**config.mk**
```make
export PLATFORM = sky130hd
export DESIGN_NAME = serial_word_feeder
export DESIGN_NICKNAME = d
export VERILOG_FILES = /design/src/rtl/seq_det_pkg.sv /design/src/rtl/bit_counter.sv /design/src/rtl/serial_word_feeder.sv
export SDC_FILE = /design/constraint.sdc
export NUM_CORES = 1
export LEC_CHECK = 0
export ABC_AREA = 1
export ABC_CLOCK_PERIOD_IN_PS = 1700
export CORE_MARGIN = 2
export CORE_UTILIZATION = 48
export DETAILED_ROUTE_END_ITERATION = 6
export GPL_TIMING_DRIVEN = 0
export PLACE_DENSITY = 0.85
export SETUP_SLACK_MARGIN = 0.1
export SLEW_MARGIN = 10
export SYNTH_ARGS = -nofsm -noshare
export SYNTH_HDL_FRONTEND = slang
export SYNTH_SLANG_ARGS = --single-unit
```
**constraint.sdc**
```tcl
create_clock -name clk -period 1.7 [get_ports clk]
set_input_delay 0.17 -clock clk [delete_from_list [all_inputs] [get_ports clk]]
set_output_delay 0.17 -clock clk [all_outputs]
set_load 0.01 [all_outputs]
```
**src/rtl/seq_det_pkg.sv**
```systemverilog
// -----------------------------------------------------------------------------
// seq_det_pkg
// Shared definitions for the 1101 sequence-detector front end.
//   state_t          : feeder FSM states (IDLE, SHIFT)
//   DEFAULT_WIDTH    : default serialised word width
//   CNT_W            : bit-counter width for the default word width
//   IDLE_BIT_DEFAULT : default level driven on the serial line when idle
//   cnt_width()      : counter width for an arbitrary word width
// -----------------------------------------------------------------------------
package seq_det_pkg;

    typedef enum logic {
        IDLE  = 1'b0,
        SHIFT = 1'b1
    } state_t;

    localparam int   DEFAULT_WIDTH    = 8;
    localparam int   CNT_W            = $clog2(DEFAULT_WIDTH);
    localparam logic IDLE_BIT_DEFAULT = 1'b0;

    // Counter width able to hold 0..width-1; never less than one bit.
    function automatic int cnt_width(input int width);
        if (width < 2) begin
            return 1;
        end else begin
            return $clog2(width);
        end
    endfunction

endpackage

```
**src/rtl/bit_counter.sv**
```systemverilog
// -----------------------------------------------------------------------------
// bit_counter
// Modulo-MODULUS up-counter used to track the bit position inside a word.
//   clk     : system clock
//   reset_n : asynchronous active-low reset (count -> 0)
//   en      : advance the count by one (wraps to 0 after MODULUS-1)
//   load    : restart the count at 0; takes priority over en
//   cnt     : current count, always in 0..MODULUS-1
//   tc      : terminal count, high while cnt == MODULUS-1
// -----------------------------------------------------------------------------
module bit_counter
    import seq_det_pkg::*;
#(
    parameter int MODULUS  = DEFAULT_WIDTH,
    parameter int CNT_BITS = cnt_width(MODULUS)
) (
    input  logic                clk,
    input  logic                reset_n,
    input  logic                en,
    input  logic                load,
    output logic [CNT_BITS-1:0] cnt,
    output logic                tc
);

    localparam logic [CNT_BITS-1:0] ZERO_C = {CNT_BITS{1'b0}};
    localparam logic [CNT_BITS-1:0] ONE_C  = CNT_BITS'(1);
    localparam logic [CNT_BITS-1:0] LAST_C = CNT_BITS'(MODULUS - 1);

    logic [CNT_BITS-1:0] cnt_r;
    logic                tc_s;

    // Terminal-count decode.
    always_comb begin
        tc_s = (cnt_r == LAST_C);
    end

    // Count register: load restarts, enable advances, terminal count wraps to 0.
    always_ff @(posedge clk or negedge reset_n) begin
        if (!reset_n) begin
            cnt_r <= ZERO_C;
        end else if (load) begin
            cnt_r <= ZERO_C;
        end else if (en) begin
            if (tc_s) begin
                cnt_r <= ZERO_C;
            end else begin
                cnt_r <= cnt_r + ONE_C;
            end
        end else begin
            cnt_r <= cnt_r;
        end
    end

    assign cnt = cnt_r;
    assign tc  = tc_s;

endmodule

```
**src/rtl/serial_word_feeder.sv**
```systemverilog
// -----------------------------------------------------------------------------
// serial_word_feeder
// Parallel-to-serial stage feeding the 1101 sequence detector. Words arrive
// over valid/ready and leave one bit per enabled clock; a new word can be
// taken in the last-bit cycle so consecutive words form one unbroken stream.
//   clk        : system clock, rising edge
//   reset_n    : asynchronous active-low reset
//   in_valid   : upstream word valid
//   in_data    : upstream word, sampled on the accepting edge
//   in_ready   : word can be accepted this cycle (combinational)
//   bit_en     : bit-rate strobe; the current bit is consumed when high
//   dout       : serial bit (registered)
//   dout_valid : dout carries a data bit (registered)
//   busy       : a word is in flight
//   word_done  : one-cycle pulse after the final bit of a word is consumed
// -----------------------------------------------------------------------------
module serial_word_feeder
    import seq_det_pkg::*;
#(
    parameter int   WIDTH     = DEFAULT_WIDTH,
    parameter bit   MSB_FIRST = 1'b1,
    parameter logic IDLE_BIT  = IDLE_BIT_DEFAULT
) (
    input  logic             clk,
    input  logic             reset_n,
    input  logic             in_valid,
    input  logic [WIDTH-1:0] in_data,
    output logic             in_ready,
    input  logic             bit_en,
    output logic             dout,
    output logic             dout_valid,
    output logic             busy,
    output logic             word_done
);

    localparam int                  CNT_BITS = cnt_width(WIDTH);
    localparam logic [CNT_BITS-1:0] LAST_CNT = CNT_BITS'(WIDTH - 1);
    localparam logic [WIDTH-1:0]    WORD_ZERO = {WIDTH{1'b0}};

    state_t              state_r;
    logic [WIDTH-1:0]    shreg_r;
    logic                dout_r;
    logic                dout_valid_r;
    logic                word_done_r;

    logic [CNT_BITS-1:0] cnt_s;
    logic                tc_s;
    logic                shifting_s;
    logic                last_bit_s;
    logic                in_ready_s;
    logic                accept_s;
    logic [WIDTH-1:0]    shreg_next_s;

    // Bit that goes on the line first for a freshly loaded word.
    function automatic logic first_bit(input logic [WIDTH-1:0] word);
        if (MSB_FIRST) begin
            return word[WIDTH-1];
        end else begin
            return word[0];
        end
    endfunction

    // Drop the bit just sent so the next one sits at the output end.
    function automatic logic [WIDTH-1:0] advance(input logic [WIDTH-1:0] word);
        if (MSB_FIRST) begin
            return {word[WIDTH-2:0], 1'b0};
        end else begin
            return {1'b0, word[WIDTH-1:1]};
        end
    endfunction

    // Handshake and shift decode. in_ready deliberately ignores in_valid.
    always_comb begin
        shifting_s   = (state_r == SHIFT) && bit_en;
        last_bit_s   = shifting_s && tc_s;
        in_ready_s   = (state_r == IDLE) || (shifting_s && (cnt_s == LAST_CNT));
        accept_s     = in_valid && in_ready_s;
        shreg_next_s = advance(shreg_r);
    end

    // Bit position within the current word; an accept restarts it at 0.
    bit_counter #(
        .MODULUS  (WIDTH),
        .CNT_BITS (CNT_BITS)
    ) u_bit_counter (
        .clk     (clk),
        .reset_n (reset_n),
        .en      (shifting_s),
        .load    (accept_s),
        .cnt     (cnt_s),
        .tc      (tc_s)
    );

    // Feeder FSM with registered serial outputs. The shift register always
    // holds the current bit at its output end, so dout is loaded with the
    // bit that will be on the line after this edge.
    always_ff @(posedge clk or negedge reset_n) begin
        if (!reset_n) begin
            state_r      <= IDLE;
            shreg_r      <= WORD_ZERO;
            dout_r       <= IDLE_BIT;
            dout_valid_r <= 1'b0;
            word_done_r  <= 1'b0;
        end else begin
            word_done_r <= 1'b0;
            case (state_r)
                IDLE: begin
                    if (accept_s) begin
                        state_r      <= SHIFT;
                        shreg_r      <= in_data;
                        dout_r       <= first_bit(in_data);
                        dout_valid_r <= 1'b1;
                    end else begin
                        dout_r       <= IDLE_BIT;
                        dout_valid_r <= 1'b0;
                    end
                end
                SHIFT: begin
                    if (last_bit_s) begin
                        word_done_r <= 1'b1;
                        if (accept_s) begin
                            // Next word follows with no gap on the line.
                            shreg_r      <= in_data;
                            dout_r       <= first_bit(in_data);
                            dout_valid_r <= 1'b1;
                        end else begin
                            state_r      <= IDLE;
                            shreg_r      <= WORD_ZERO;
                            dout_r       <= IDLE_BIT;
                            dout_valid_r <= 1'b0;
                        end
                    end else if (shifting_s) begin
                        shreg_r <= shreg_next_s;
                        dout_r  <= first_bit(shreg_next_s);
                    end else begin
                        // Stall: bit_en low holds the current bit on the line.
                        shreg_r <= shreg_r;
                        dout_r  <= dout_r;
                    end
                end
                default: begin
                    state_r      <= IDLE;
                    shreg_r      <= WORD_ZERO;
                    dout_r       <= IDLE_BIT;
                    dout_valid_r <= 1'b0;
                end
            endcase
        end
    end

    assign in_ready   = in_ready_s;
    assign dout       = dout_r;
    assign dout_valid = dout_valid_r;
    assign busy       = (state_r == SHIFT);
    assign word_done  = word_done_r;

endmodule

```
==> metrics, run 1 <==
status finished clean; clk_skew 0.004008 ns; endpoints failing setup 0; Leak 0.6219 nW; layout cells sized above 1 18.18%; count leader, synth nand2_1; ANT nets after route 0; Sw Share 38.63%; starting density of the core 51.18%; IO Count 17; slew margin rel. 57.64%; fmax 638.1 MHz; clock share of power 15.3%; Critical-path top delay cell dfrtp_1; Antenna Cells 0; Crit path arrival time 1.40 ns; final cell count without fillers 148; initial antenna violation count 0; GRT Overall Usage 19.64%; router iterations before antenna repair 4; Post-DP Area 942.2 µm²; Post-synth top cells 56 x nand2_1, 15 x inv_1, 14 x dfrtp_1; Root Driver clkbuf_4; Die Ht 43.84 µm; Gate power share 49.7%; HPWL Detailed 1157 µm; critical-path cell list ha_2 -> ha_4 -> nand2_4 -> nand2_2 -> buf_6 -> buf_6; Synth cell types 14; initial DRC count 7; port buffer count 16; Final Net Count 147; pwr/cell area 1536 nW/µm²; CTS tree yes; via count 737; Clock Path Buffers 2; Mapped Area 762.0 µm²; critical path startpoint category flop; Placed Cells 139; Post-synth EDFFs 0; pin count of the biggest net entering global routing 15; Via density 4.980; fill count 116; WL/cell 10.94 µm; first-pass GRT wire length 2801 µm; Core Footprint 1489 µm²; FF+latch count, synth 14; final hold vios 0; multi-input logic area 354.1 µm²; Sequential Power Share 34.9%; Ys Warns 0; Row Count 14; Post-Synthesis Cells 107; Slew Limit Fails 0; clk_lat worst skew 0.29 ns; Seq. cell area 351.6 µm²; cell taking the most area after synthesis dfrtp_1; crit-path max FO 2; FFs w/ async S/R, synth 100.0%; total power 0.001609 W; most frequent CP cell buf_6; worst slew pin tran 0.6335 ns; Max IR drop VDD 0.8451 mV; Reg clk slew, reported paths 0.09 ns; CP Class flop to primary output; dominant cells by area after synthesis dfrtp_1 46%, nand2_1 28%, inv_1 7.4%; Area growth, synth to finish 37.44%; final setup TNS 0 ns; number of global-route vias before repair 675; RSZ-0062 raised after global routing true; total congestion overflow 0; final period utilization 92.19%; post-synth net total 121; kind of end point of the critical path primary output; Hold Crit Class primary input to async pin; Critical Path RT 1.53 ns; die area 1922 µm²; max-cap violation count 0; Sw Pwr 0.0006215 W; syn_area_per_cell 7.121 µm²; Final Routed Wirelength 1619 µm; CTS Buf Count 3; Worst path max stage delay 0.40 ns; P_int 0.0009871 W; hold bufs inserted after CTS 0; Final Util 70.34%; Placer Congestion 0.7885; fin area 1047 µm²; die width 43.84 µm; most common flop cell mapped by yosys dfrtp_1; CTS Sinks 14; Final min period 1.567 ns; top cell type's share of synthesized area 45.98%; DR DRC count 0; register area share after synthesis 45.98%; H-tree Lvls 1
[sequential cells by signal, summed over array words and instances, names as in the netlist]
signal / cells
shreg_r: 7
busy: 1
dout_valid: 1
word_done: 1
dout: 1
u_bit_counter.cnt: 3
[critical path: cells and delay by family (launching register included)]
family                   cells  cell delay, ns
flip-flops                   1            0.40
adder cells (fa/ha/maj)      2            0.36
buffers and inverters        2            0.23
AND/OR/NAND/NOR              2            0.11
[area by class of cell]
type                            count  share of cell area, %
Timing Repair Buffer               21                  19.00
Multi-Input combinational cell     74                  33.81
Buffer                              2                  2.151
Tap cell                           16                  1.912
Inverter                           17                  6.093
Sequential cell                    14                  33.57
Clock buffer                        4                  3.465
[cells in the final DEF (no fill, tap or decap), drive strengths merged]
cell type / synthesis / layout
a21oi: 1 / 1
buf: 2 / 8
clkbuf: 0 / 4
clkdlybuf4s50: 0 / 15
dfrtp: 14 / 14
ha: 2 / 2
inv: 17 / 17
nand2: 59 / 59
nand3: 7 / 7
nor2: 2 / 2
o21ai: 3 / 3
[path summary, 6_finish.rpt]
| check | end | slack (ns) | start | cells past startpoint |
|---|---|---|---|---|
| max | in_ready | 0.13 | u_bit_counter.cnt[1]$_DFFE_PN0P_ | 6 |
| min | dout_valid$_DFFE_PN0P_ | 0.26 | reset_n | 1 |
| max reg2reg | u_bit_counter.cnt[0]$_DFFE_PN0P_ | 0.18 | u_bit_counter.cnt[1]$_DFFE_PN0P_ | 9 |
| min reg2reg | shreg_r[4]$_DFFE_PN0P_ | 0.49 | shreg_r[4]$_DFFE_PN0P_ | 2 |
| max in group asynchronous | busy$_DFF_PN0_ | 0.99 | reset_n | 1 |
| min in group clk | shreg_r[0]$_DFFE_PN0P_ | 0.45 | in_data[0] | 3 |
[per-layer routing]
layer | vias up | global-route usage [%] | share of wire, %
met5 | - | 0 | 0
met4 | 0 | 10.91 | 4.0
met3 | 7 | 3.333 | 6.0
met2 | 19 | 32.35 | 46
met1 | 342 | 24.15 | 44
li1 | 369 | - | -
[what timing repair did]
item,4_1_cts,5_1_grt
resized for setup,10,3
gates cloned,0,0
endpoints found under the hold margin,0,0
buffers inserted,4,1
pin swaps,1,0
setup endpoints to repair,1,3
[metrics by stage]
step                hold WS (ns)  setup slack (ns)
floorplan                -0.1256            0.2931
global placement          0.4556           -0.1181
detailed placement        0.4665           -0.1361
CTS                       0.2797            0.1021
global route              0.3395           0.09321
finish                    0.2639            0.1328
[cell families (layout without fill, tap and decap cells)]
group           Yosys count  count (layout)  synth area share, %
compound gates            4               4                3.612
buf+inv                  19              44                10.84
flops                    14              14                45.98
fa+ha+maj                 2               2                3.284
simple gates             68              68                36.29
[power groups by stage]
| stage | registers [W] | logic [W] | clock network, W |
|---|---|---|---|
| 2_1_floorplan | 0.000558 | 0.000469 | 0 |
| 5_1_grt | 0.000582 | 0.000922 | 0.000256 |
| 3_3_place_gp | 0.000550 | 0.000674 | 0 |
| 3_5_place_dp | 0.000561 | 0.000696 | 0 |
| 6_report | 0.000562 | 0.000800 | 0.000247 |
| 4_1_cts | 0.000559 | 0.000775 | 0.000250 |
Note: power is estimated with default switching activity, not from simulation.
==> run 2, diff against run 1 <==
--- a/config.mk
+++ b/config.mk
@@ -5,13 +5,13 @@
 export SDC_FILE = /design/constraint.sdc
 export NUM_CORES = 1
 export LEC_CHECK = 0
-export ABC_AREA = 1
+export ABC_AREA = 0
 export ABC_CLOCK_PERIOD_IN_PS = 1700
 export CORE_MARGIN = 2
-export CORE_UTILIZATION = 48
+export CORE_UTILIZATION = 45
 export DETAILED_ROUTE_END_ITERATION = 6
 export GPL_TIMING_DRIVEN = 0
-export PLACE_DENSITY = 0.85
+export PLACE_DENSITY = 0.83
 export SETUP_SLACK_MARGIN = 0.1
 export SLEW_MARGIN = 10
 export SYNTH_ARGS = -nofsm -noshare
==> metrics, run 2 <==
Critical Path RT 1.87 ns (+0.34 ns); count leader, synth dfrtp_1; status finished clean; endpoints failing setup 0 (unchanged); WL/cell 12.63 µm (+15%); ANT nets after route 0 (unchanged); Leak 0.4650 nW (-25%); CP Class flop to flop; die area 1744 µm² (-9.2%); slew margin rel. 58.51% (+0.88 points); GRT Overall Usage 15.49% (-4.1 points); Synth cell types 20 (+6); die width 41.77 µm (-4.7%); Ys Warns 0 (unchanged); WP buf/inv 2 (unchanged); number of global-route vias before repair 466 (-31%); total congestion overflow 0 (unchanged); Via density 5.326 (+7.0%); Root Driver clkbuf_4; pwr/cell area 1254 nW/µm² (-18%); Max IR drop VDD 0.7668 mV (-9.3%); Crit path arrival time 1.79 ns (+0.39 ns); Clock Path Buffers 2 (unchanged); Final min period 1.628 ns (+0.06056 ns); HPWL Detailed 765.1 µm (-34%); Area growth, synth to finish 44.64%; hold bufs inserted after CTS 0 (unchanged); worst slew pin tran 0.6204 ns (-0.01311 ns); router iterations before antenna repair 4 (unchanged); multi-input logic area 287.8 µm² (-19%); Post-synth EDFFs 0 (unchanged); starting density of the core 48.72% (-2.5 points); Top delay family on crit path compound AO/OA/AOI/OAI gates; crit-path max FO 4 (+2); Seq. cell area 350.3 µm² (-0.36%); syn_area_per_cell 12.11 µm² (+70%); pin count of the biggest net entering global routing 15 (unchanged); kind of end point of the critical path flop; port buffer count 16 (unchanged); IO Count 17 (unchanged); commonest non-fill, non-tap cell in the layout clkdlybuf4s50_1; max FFs per register 7 (unchanged); final cell count without fillers 95 (-36%); first-pass GRT wire length 2042 µm (-27%); Die Ht 41.77 µm (-4.7%); post-synth net total 67 (-45%); DR DRC count 0 (unchanged); final hold vios 0 (unchanged); max-cap violation count 0 (unchanged); via count 506 (-31%); Final Routed Wirelength 1200 µm (-26%); final period utilization 95.75% (+3.6 points); Critical-path top delay cell dfrtp_1; Slew Limit Fails 0 (unchanged); cell taking the most area after synthesis dfrtp_1; most common flop cell mapped by yosys dfrtp_1; Worst path max stage delay 0.40 ns (about the same); Antenna Cells 0 (unchanged); initial DRC count 16 (+9); CTS tree yes; Placer Congestion 0.6786 (-14%); FFs w/ async S/R, synth 100.0% (unchanged); Post-Synthesis Cells 53 (-50%); fmax 614.4 MHz (-3.7%); Biggest register shreg_r; Hold Crit Class primary input to async pin; fin area 928.4 µm² (-11%); H-tree Lvls 1 (unchanged); Core Footprint 1318 µm² (-12%); Mapped Area 641.9 µm² (-16%); fill count 97 (-16%); Final Net Count 95 (-35%); Reg clk slew, reported paths 0.08 ns (about the same); top cell type's share of synthesized area 54.58% (+8.6 points); commonest cells after routing, fill and taps aside 15 x clkdlybuf4s50_1, 14 x dfrtp_1, 6 x and2_1, 6 x a221o_1, 6 x buf_4; dominant cells by area after synthesis dfrtp_1 55%, a221o_1 9.4%, and2_1 5.8%; Post-DP Area 820.8 µm² (-13%); clk_lat worst skew 0.28 ns (about the same); clk_skew 0.001532 ns (-0.002475 ns); Post-synth top cells 14 x dfrtp_1, 6 x a221o_1, 6 x and2_1; register area share after synthesis 54.58% (+8.6 points); FF+latch count, synth 14 (unchanged); Placed Cells 84 (-40%); critical-path cell list ha_2 -> ha_4 -> a21boi_4 -> buf_6 -> nor2b_4 -> buf_4 -> a221o_1; CTS Buf Count 3 (unchanged); CTS Sinks 14 (unchanged); initial antenna violation count 0 (unchanged); critical path startpoint category flop; Row Count 13 (-1); layout cells sized above 1 23.75% (+5.6 points); RSZ-0062 raised after global routing true
-- run 2: cell count changes in the layout (fill, tap and decap cells not counted), moves of 3 or more --
| cell | before | now |
|---|---|---|
| nand2b_1 | 0 | 3 |
| inv_1 | 15 | 2 |
| nand3_1 | 7 | 0 |
| a221o_1 | 0 | 6 |
| nand2_1 | 54 | 2 |
| nand2_2 | 3 | 0 |
| and2_1 | 0 | 6 |
-- run 2: worst register-to-register path: stages, from the launching register on --
cell      delay (ns)
dfrtp_1         0.40
ha_2            0.21
ha_4            0.17
a21boi_4        0.14
buf_6           0.12
nor2b_4         0.04
buf_4           0.14
a221o_1         0.31
-- run 2: through the flow --
stage | total power [W] | TNS, ns | hold slack (ns) | setup slack [ns] | utilization [%]
after floorplan | 0.0007052 | 0 | -0.1256 | 0.1011 | -
after detailed placement | 0.0008466 | -0.03802 | 0.4696 | -0.03037 | 62.30
after global placement | 0.0008359 | -0.01677 | 0.4577 | -0.01677 | 62.30
after global routing | 0.001251 | 0 | 0.3191 | 0.009807 | 70.47
after CTS | 0.001157 | 0 | 0.2820 | 0.06394 | 69.71
final | 0.001165 | 0 | 0.2711 | 0.07227 | 70.47
-- run 2: final timing paths --
check / depth (start not counted) / start / end / slack [ns]
min in group clk: 1 / dout_valid$_DFFE_PN0P_ / dout_valid$_DFFE_PN0P_ / 0.48
worst min-delay path: 1 / reset_n / busy$_DFF_PN0_ / 0.27
worst max-delay path: 7 / u_bit_counter.cnt[1]$_DFFE_PN0P_ / shreg_r[4]$_DFFE_PN0P_ / 0.07
worst max register to register: 7 / u_bit_counter.cnt[1]$_DFFE_PN0P_ / shreg_r[4]$_DFFE_PN0P_ / 0.07
max in group asynchronous: 1 / reset_n / dout_valid$_DFFE_PN0P_ / 1.03
worst min register to register: 1 / dout_valid$_DFFE_PN0P_ / dout_valid$_DFFE_PN0P_ / 0.48
-- run 2: layer usage --
metal,up-vias,wire length [µm],track usage (%)
met2,20,559,24.06
met4,0,0,1.935
met3,0,89,8.261
li1,246,-,-
met5,-,0,0
met1,240,551,19.66
-- run 2: logic make-up after synthesis --
kind of cell | synth area share, %
AO/OA/AOI/OAI | 20.28
adder cells (fa/ha/maj) | 3.898
buffers and inverters | 3.703
flip-flops | 54.58
multiplexers | 3.119
AND/OR/NAND/NOR | 14.43
-- run 2: cell type report --
cell class | count | share of cell area (%)
Clock buffer | 4 | 3.908
Tap cell | 15 | 2.022
Multi-Input combinational cell | 35 | 31.00
Buffer | 2 | 1.752
Timing Repair Buffer | 23 | 22.78
Inverter | 2 | 0.8086
Sequential cell | 14 | 37.74
-- run 2: report_power, final --
part           total, W  internal, W  switching [W]
combinational  0.000421     0.000265       0.000156
sequential     0.000506     0.000442      0.0000641
clock          0.000237     0.000130       0.000107
-- run 2: repair_timing --
item | CTS | global route
setup buffers | 5 | 1
setup endpoints to repair | 7 | 11
pin swaps | 8 | 1
cloned | 1 | 0
resized for setup | 9 | 1
==> run 3, diff against run 2 <==
--- a/config.mk
+++ b/config.mk
@@ -11,8 +11,8 @@
 export CORE_UTILIZATION = 45
 export DETAILED_ROUTE_END_ITERATION = 6
 export GPL_TIMING_DRIVEN = 0
-export PLACE_DENSITY = 0.83
-export SETUP_SLACK_MARGIN = 0.1
+export PLACE_DENSITY = 0.75
+export SETUP_SLACK_MARGIN = 0.3
 export SLEW_MARGIN = 10
 export SYNTH_ARGS = -nofsm -noshare
 export SYNTH_HDL_FRONTEND = slang
==> metrics, run 3 (synthesis gave the netlist of run 2 again) <==
Crit path arrival time 1.83 ns (+0.04 ns); commonest cells after routing, fill and taps aside 14 x clkdlybuf4s50_1, 13 x dfrtp_1, 8 x buf_4; Antenna Cells 0 (unchanged); GR peak layer met2; R2R cell count 7 (unchanged); IO Count 17 (unchanged); CP Class flop to flop; initial DRC count 6 (-10); met1 Track Usage GR 24.51% (+4.8 points); Reg clk slew, reported paths 0.09 ns (about the same); fmax 600.5 MHz (-2.3%); via count 524 (+3.6%); total congestion overflow 0 (unchanged); CTS Buf Count 3 (unchanged); hold slack 0.2706 ns (-0.0005250 ns); Placed Cells 84 (unchanged); Final Net Count 100 (+5.3%); critical path startpoint category flop; max FFs per register 7 (unchanged); Area growth, synth to finish 53.80%; status finished clean; H-tree Lvls 1 (unchanged); worst slack, placed 0.04284 ns (+0.07321 ns); DR DRC count 0 (unchanged); Placer Congestion 0.6727 (-0.87%); port buffer count 16 (unchanged); ANT nets after route 0 (unchanged); WL/cell 14.32 µm (+13%); Row Count 13 (unchanged); commonest non-fill, non-tap cell in the layout clkdlybuf4s50_1; Core Footprint 1318 µm² (unchanged); Hold Crit Class primary input to async pin; Via density 5.240 (-1.6%); CTS Sinks 14 (unchanged); HPWL Detailed 833.2 µm (+8.9%); CTS tree yes; starting density of the core 48.72% (unchanged); met2 usage in global routing 31.25% (+7.2 points); router iterations before antenna repair 4 (unchanged); kind of end point of the critical path flop; Clock Path Buffers 2 (unchanged); Post-DP Area 835.8 µm² (+1.8%); pin count of the biggest net entering global routing 15 (unchanged); RSZ-0062 raised after global routing true; final period utilization 97.96% (+2.2 points); final hold vios 0 (unchanged); Biggest register shreg_r; fin area 987.2 µm² (+6.3%); crit-path max FO 5 (+1); final cell count without fillers 100 (+5.3%); Root Driver clkbuf_4; max-cap violation count 0 (unchanged); die area 1744 µm² (unchanged); GRT Overall Usage 19.17% (+3.7 points); first-pass GRT wire length 2497 µm (+22%); Setup WS post-layout 0.03472 ns (-0.03755 ns); Final Routed Wirelength 1432 µm (+19%); Leak 0.4897 nW (+5.3%); initial antenna violation count 0 (unchanged); routing usage on met3 2.609% (-5.7 points); pwr/cell area 1247 nW/µm² (-0.55%); layout cells sized above 1 30.59% (+6.8 points); Slew Limit Fails 0 (unchanged); worst slew pin tran 0.6251 ns (+0.004694 ns); Die Ht 41.77 µm (unchanged); Final min period 1.665 ns (+0.03755 ns); Max IR drop VDD 0.6496 mV (-15%); clk_lat worst skew 0.28 ns (about the same); die width 41.77 µm (unchanged); clk_skew 0.004921 ns (+0.003389 ns); endpoints failing setup 0 (unchanged); slew margin rel. 58.20% (-0.31 points); number of global-route vias before repair 562 (+21%); Critical Path RT 1.86 ns (about the same)
-- run 3: cell types whose count changed in the layout (fill, tap and decap cells not counted) --
cell,before,now
dfrtp_1,14,13
dfrtp_2,0,1
dlygate4sd2_1,0,1
clkdlybuf4s50_1,15,14
o21ai_1,2,1
buf_6,2,6
buf_2,2,1
buf_4,6,8
o21ai_2,0,1
-- run 3: per-stage QoR --
step / setup TNS (ns) / total power, W / util [%]
floorplan: 0 / 0.0007267 / -
global placement: 0 / 0.0008621 / 63.44
detailed placement: 0 / 0.0008794 / 63.44
CTS: 0 / 0.001189 / 72.17
global route: -0.07644 / 0.001311 / 74.93
finish: 0 / 0.001231 / 74.93
-- run 3: path summary, 6_finish.rpt --
check | to | slack, ns | start
setup / recovery | shreg_r[2]$_DFFE_PN0P_ | 0.03 | u_bit_counter.cnt[0]$_DFFE_PN0P_
hold / removal | word_done$_DFF_PN0_ | 0.27 | reset_n
setup reg to reg | shreg_r[2]$_DFFE_PN0P_ | 0.03 | u_bit_counter.cnt[0]$_DFFE_PN0P_
hold reg to reg | dout_valid$_DFFE_PN0P_ | 0.49 | dout_valid$_DFFE_PN0P_
max in group asynchronous | busy$_DFF_PN0_ | 0.99 | reset_n
min in group clk | dout_valid$_DFFE_PN0P_ | 0.49 | dout_valid$_DFFE_PN0P_
-- run 3: layer usage --
metal	wire [µm]	vias to the layer above	share of wire, %
li1	-	260	-
met1	615	249	43
met2	759	13	53
met3	49	2	3.4
met4	7	0	0.49
met5	0	-	0
-- run 3: final cells by class --
type | instances | area (µm²)
Clock buffer | 4 | 36.28
Timing Repair Buffer | 28 | 265.3
Multi-Input combinational cell | 35 | 291.5
Fill cell | 91 | 330.3
Inverter | 2 | 7.507
Sequential cell | 14 | 351.6
Tap cell | 15 | 18.77
Buffer | 2 | 16.27
-- run 3: repair_timing --
item / CTS / global route
gates resized for setup: 11 / 3
setup endpoints to repair: 10 / 12
hold endpoints to repair: 0 / 0
hold buffers: 0 / 0
gates cloned: 1 / 0
pin swaps: 4 / 3
setup buffers: 8 / 3
-- run 3: worst max-delay path: stages, from the launching register on --
cell and delay (ns):
dfrtp_1 0.40, ha_2 0.20, ha_4 0.17, a21boi_4 0.18, buf_6 0.12, nor2b_4 0.04, buf_6 0.12, a221o_1 0.31
-- run 3: power breakdown --
| part | internal [W] | total, W | switching [W] |
|---|---|---|---|
| Clock | 0.000130 | 0.000243 | 0.000112 |
| Sequential | 0.000442 | 0.000503 | 0.0000614 |
| Combinational | 0.000306 | 0.000486 | 0.000180 |
==> RTL change 1, RTL diff (config.mk and constraints of run 1) <==
The package constant `DEFAULT_WIDTH` goes from 8 to 16.
--- a/src/rtl/seq_det_pkg.sv
+++ b/src/rtl/seq_det_pkg.sv
@@ -15,5 +15,5 @@
     } state_t;
 
-    localparam int   DEFAULT_WIDTH    = 8;
+    localparam int   DEFAULT_WIDTH    = 16;
     localparam int   CNT_W            = $clog2(DEFAULT_WIDTH);
     localparam logic IDLE_BIT_DEFAULT = 1'b0;
Ports: changed (resized in_data); port bits go from 17 to 25. The function was not compared with the original's and may differ.
==> RTL change 1 against run 1 <==
Highest routed layer unchanged. Worst setup slack lost 37 ps. Non-clock buffer count grew 15. Synthesized area grew 60%. First-iteration DRC count grew to 4.0 times the old value. Sequential cell count grew 9. Via count grew 58%. Clock power grew 4%. Design area grew 57%. Largest power group unchanged. Total power grew 48%. Wire length grew 72%.
==> RTL change 1: results (changes against run 1) <==
number of flip-flops in the largest register 15 (was 7); Post-Place Setup Slack -304 ps (was -136 ps); routed wirelength normalized by instance count 11.9 um (was 10.9 um); startpoint of the worst-slack reg-to-reg timing path u_bit_counter.cnt[0] (was u_bit_counter.cnt[1]); most repeated cell in the gate-level netlist after synthesis sky130_fd_sc_hd__nand2_1 (unchanged); Max rail drop VDD 1.03 mV (was 0.845 mV); final hold slack 403 ps (was 264 ps); Least-Margin Pin Slew 1050 ps (was 633 ps); H-tree depth reported by CTS 1 (unchanged); Routed met1 length 1240 um (was 718 um); met3 track utilization from global routing 2.19% (was 3.33%); number of fillers in the final layout 197 (was 116); number of vias after detailed routing 1168 (was 737); final weighted congestion in routability-driven placement 0.781 (was 0.789); outcome completed (unchanged); sum of met3 wire segment lengths after detailed routing 112 um (was 97 um); share of post-route cells with drive strength above 1 16.3% (was 18.2%); arrival time of data at the critical path endpoint 1430 ps (was 1400 ps); top area cells in the synthesized netlist sky130_fd_sc_hd__dfrtp_1, sky130_fd_sc_hd__nand2_1, sky130_fd_sc_hd__a21oi_1 (was sky130_fd_sc_hd__dfrtp_1, sky130_fd_sc_hd__nand2_1, sky130_fd_sc_hd__inv_1); vias in the first global route 1021 (was 675); final cell count without fillers 233 (was 148); number of nets in the finished design 225 (was 147); reg2reg end shreg_r[6] (was u_bit_counter.cnt[0]); clock insertion delay at the later pin of the skew report 320 ps (was 290 ps); Leakage 0.000927 uW (was 0.000622 uW); global-route track usage on met1 27.8% (was 24.1%); first drt pass iteration count 4 (unchanged); number of clock buffers inserted by TritonCTS 3 (unchanged); final clock skew 8.40 ps (was 4.01 ps); Worst R2R Setup Slack 160 ps (was 180 ps); total instance count after detailed placement 221 (was 139); area occupied by multi-input gates 568 sq um (was 354 sq um); count of mapped cells out of synthesis 167 (was 107); clock slew at reported path FFs 130 ps (was 90 ps); instance area at placement 1500 sq um (was 942 sq um); post-detail-place hpwl 1810 um (was 1160 um); global-route wire length before repair 4560 um (was 2800 um); overall fraction of global-route tracks in use 21.9% (was 19.6%); met2 wirelength from detailed routing 1330 um (was 738 um); largest net degree at the start of global routing 24 (was 15); syn_nets 188 (was 121); violation count after the first detailed-routing iteration 28 (was 7); count of input and output buffers 24 (was 16); proportion of synthesized chip area in sequential cells 47.1% (was 46.0%)
## RTL change 1: how the worst max path moves through the flow
stage / slack (ps) / endpoint / cells past startpoint / from
floorplan: 310 / shreg_r[10] / 8 / u_bit_counter.cnt[0]
global placement: -300 / in_ready / 7 / bit_en
detailed placement: -300 / in_ready / 7 / bit_en
CTS: 50 / in_ready / 7 / u_bit_counter.cnt[1]
global route: 40 / in_ready / 7 / u_bit_counter.cnt[0]
finish: 100 / in_ready / 7 / u_bit_counter.cnt[0]
## RTL change 1: final cells by class
| type | count | area share [%] |
|---|---|---|
| timing repair buffer | 33 | 19.3 |
| multi-input combinational | 118 | 34.6 |
| tap | 30 | 2.29 |
| sequential | 23 | 35.1 |
| clock buffer | 4 | 1.60 |
| inverter | 20 | 4.57 |
| buffer | 5 | 2.52 |
## RTL change 1: power breakdown
| group | internal, uW | switching [uW] |
|---|---|---|
| logic | 564 | 623 |
| clock network | 92.0 | 166 |
| registers | 775 | 154 |
## RTL change 1: cell families (layout without fill, tap and decap cells)
| logic type | Yosys count | in the layout | share of synthesized area (%) |
|---|---|---|---|
| AOI/OAI and AO/OA | 21 | 21 | 9.62 |
| buffers and inverters | 26 | 62 | 9.01 |
| DFF | 23 | 23 | 47.1 |
| muxes | 1 | 1 | 0.921 |
| and+or+nand+nor | 94 | 94 | 31.6 |
| adders and majority gates | 1 | 1 | 1.02 |
| xor gates and xnor gates | 1 | 1 | 0.717 |
## RTL change 1: what timing repair did
| action | 4_1_cts | 5_1_grt |
|---|---|---|
| buffers inserted | 7 | 1 |
| cloned | 0 | 1 |
| pin swaps | 4 | 4 |
| endpoints found under the hold margin | 0 | 0 |
| resized for setup | 10 | 8 |
| endpoints found under the setup margin | 11 | 12 |
==> RTL change 2, RTL diff (settings of run 1) <==
Without the edit above. Reset style: synchronous (`reset_n`), changed in 2 clocked blocks. Comments in the files are not updated.
--- a/src/rtl/bit_counter.sv
+++ b/src/rtl/bit_counter.sv
@@ -36,5 +36,5 @@
 
     // Count register: load restarts, enable advances, terminal count wraps to 0.
-    always_ff @(posedge clk or negedge reset_n) begin
+    always_ff @(posedge clk) begin
         if (!reset_n) begin
             cnt_r <= ZERO_C;
--- a/src/rtl/serial_word_feeder.sv
+++ b/src/rtl/serial_word_feeder.sv
@@ -95,5 +95,5 @@
     // holds the current bit at its output end, so dout is loaded with the
     // bit that will be on the line after this edge.
-    always_ff @(posedge clk or negedge reset_n) begin
+    always_ff @(posedge clk) begin
         if (!reset_n) begin
             state_r      <= IDLE;
Formal check against the unedited RTL: differs if reset_n is asserted again (counterexample within 4 cycles, from zero or initial values and one cycle with reset_n low); with reset_n held inactive, the same outputs for 10 cycles.
==> RTL change 2 against run 1 <==
Die area fell by 16%. Worst setup slack better by 44 ps. Design area down 20%. Wire length decreased by 24%. Via count is 19% lower. Synthesized area fell by 17%. Sequential share of layout area fell by 0.14 points. Global-route usage decreased by 0.47 points. Sequential cell count did not move. Critical endpoint unchanged.
Power is not compared: it rests on default switching activity, and its combinational part moved more than twofold at a synthesized area within 25%.
==> RTL change 2: results (changes against run 1) <==
total instance count after detailed placement 110 (was 139); violation count after the first detailed-routing iteration 9 (was 7); data-path buffer share of cell area in the final layout 20.4% (was 21.1%); number of fillers in the final layout 120 (was 116); cell family with the largest share of critical-path delay adder cells (was flip-flops); outcome completed (unchanged); Net Sw Power 180 uW; list of most frequent post-synthesis cells sky130_fd_sc_hd__a21oi_1, sky130_fd_sc_hd__dfxtp_1, sky130_fd_sc_hd__nand2_1 (was sky130_fd_sc_hd__nand2_1, sky130_fd_sc_hd__inv_1, sky130_fd_sc_hd__dfrtp_1); Critical Path Start u_bit_counter.cnt[0] (was u_bit_counter.cnt[1]); number of nets in the finished design 115 (was 147); overall fraction of global-route tracks in use 19.2% (was 19.6%); Least-Margin Pin Slew 318 ps (was 633 ps); proportion of synthesized chip area in sequential cells 44.4% (was 46.0%); syn_nets 94 (was 121); mean cell area of the mapped netlist 7.90 sq um (was 7.12 sq um); Post-Place Setup Slack -94.5 ps (was -136 ps); vias in the first global route 502 (was 675); final clock skew 10.1 ps (was 4.01 ps); share of post-route cells with drive strength above 1 17.2% (was 18.2%); number of library cell types mapped by synthesis 19 (was 14); commonest register cell after synthesis sky130_fd_sc_hd__dfxtp_1 (was sky130_fd_sc_hd__dfrtp_1); seq_cells 14 (unchanged); portion of the layout cell area used by clock cells 2.67% (was 3.46%); largest net degree at the start of global routing 11 (was 15); share of the final layout cell area in multi-input gates 37.6% (was 33.8%); share of synthesized registers carrying an async set or reset 0% (was 100%); highest fanout seen on the critical path 4 (was 2); clock buffer instance count of the final layout 3 (was 4); top area cells in the synthesized netlist sky130_fd_sc_hd__dfxtp_1, sky130_fd_sc_hd__a21oi_1, sky130_fd_sc_hd__nand2_1 (was sky130_fd_sc_hd__dfrtp_1, sky130_fd_sc_hd__nand2_1, sky130_fd_sc_hd__inv_1); routed wirelength normalized by instance count 10.8 um (was 10.9 um); final weighted congestion in routability-driven placement 0.728 (was 0.789); Worst R2R Setup Slack 320 ps (was 180 ps); Non-clk invs 7 (was 17); reg2reg end dout (was u_bit_counter.cnt[0]); global-route wire length before repair 2000 um (was 2800 um); endpoint of the worst hold path u_bit_counter.cnt[2]; number of signal-net buffers in the layout 18 (was 23); final hold slack 196 ps (was 264 ps); number of post-CTS setup repair buffers 1 (was 4); top power group registers; number of vias after detailed routing 595 (was 737); arrival time of data at the critical path endpoint 1350 ps (was 1400 ps); FF-to-FF path depth 7 (was 9); multi-input gates 57 (was 74); post-detail-place hpwl 887 um (was 1160 um); cells resized by post-CTS repair 8 (was 10); classification of the worst-slack hold path input pin to flop (was input pin to asynchronous set/reset pin); Seq area share 33.4% (was 33.6%); Flop+latch power 360 uW; maximum cell stage delay along the critical path 340 ps (was 400 ps); overall routed net length 1230 um (was 1620 um)
==> RTL change 2: per-stage QoR <==
stage	instance area [sq um]	utilization, %
final	842	66.4
after CTS	842	66.4
after global placement	801	63.1
after detailed placement	801	63.1
after floorplan	632	-
after global routing	842	66.4
==> RTL change 2: layer usage <==
| metal | up-vias | track usage (%) | routed length, um |
|---|---|---|---|
| met5 | - | 0 | 0 |
| met4 | 0 | 5.83 | 17 |
| met3 | 2 | 8.33 | 71 |
| met2 | 13 | 31.0 | 593 |
| met1 | 269 | 22.8 | 545 |
| li1 | 311 | - | - |
==> RTL change 2: logic make-up (layout without fill, tap and decap cells) <==
| logic type | after synthesis | count (layout) | share of synthesized area [%] |
|---|---|---|---|
| AO/OA/AOI/OAI | 28 | 28 | 25.5 |
| adder cells (fa/ha/maj) | 2 | 2 | 3.96 |
| buffers and inverters | 9 | 28 | 7.92 |
| flip-flops | 14 | 14 | 44.4 |
| AND/OR/NAND/NOR | 27 | 27 | 18.2 |
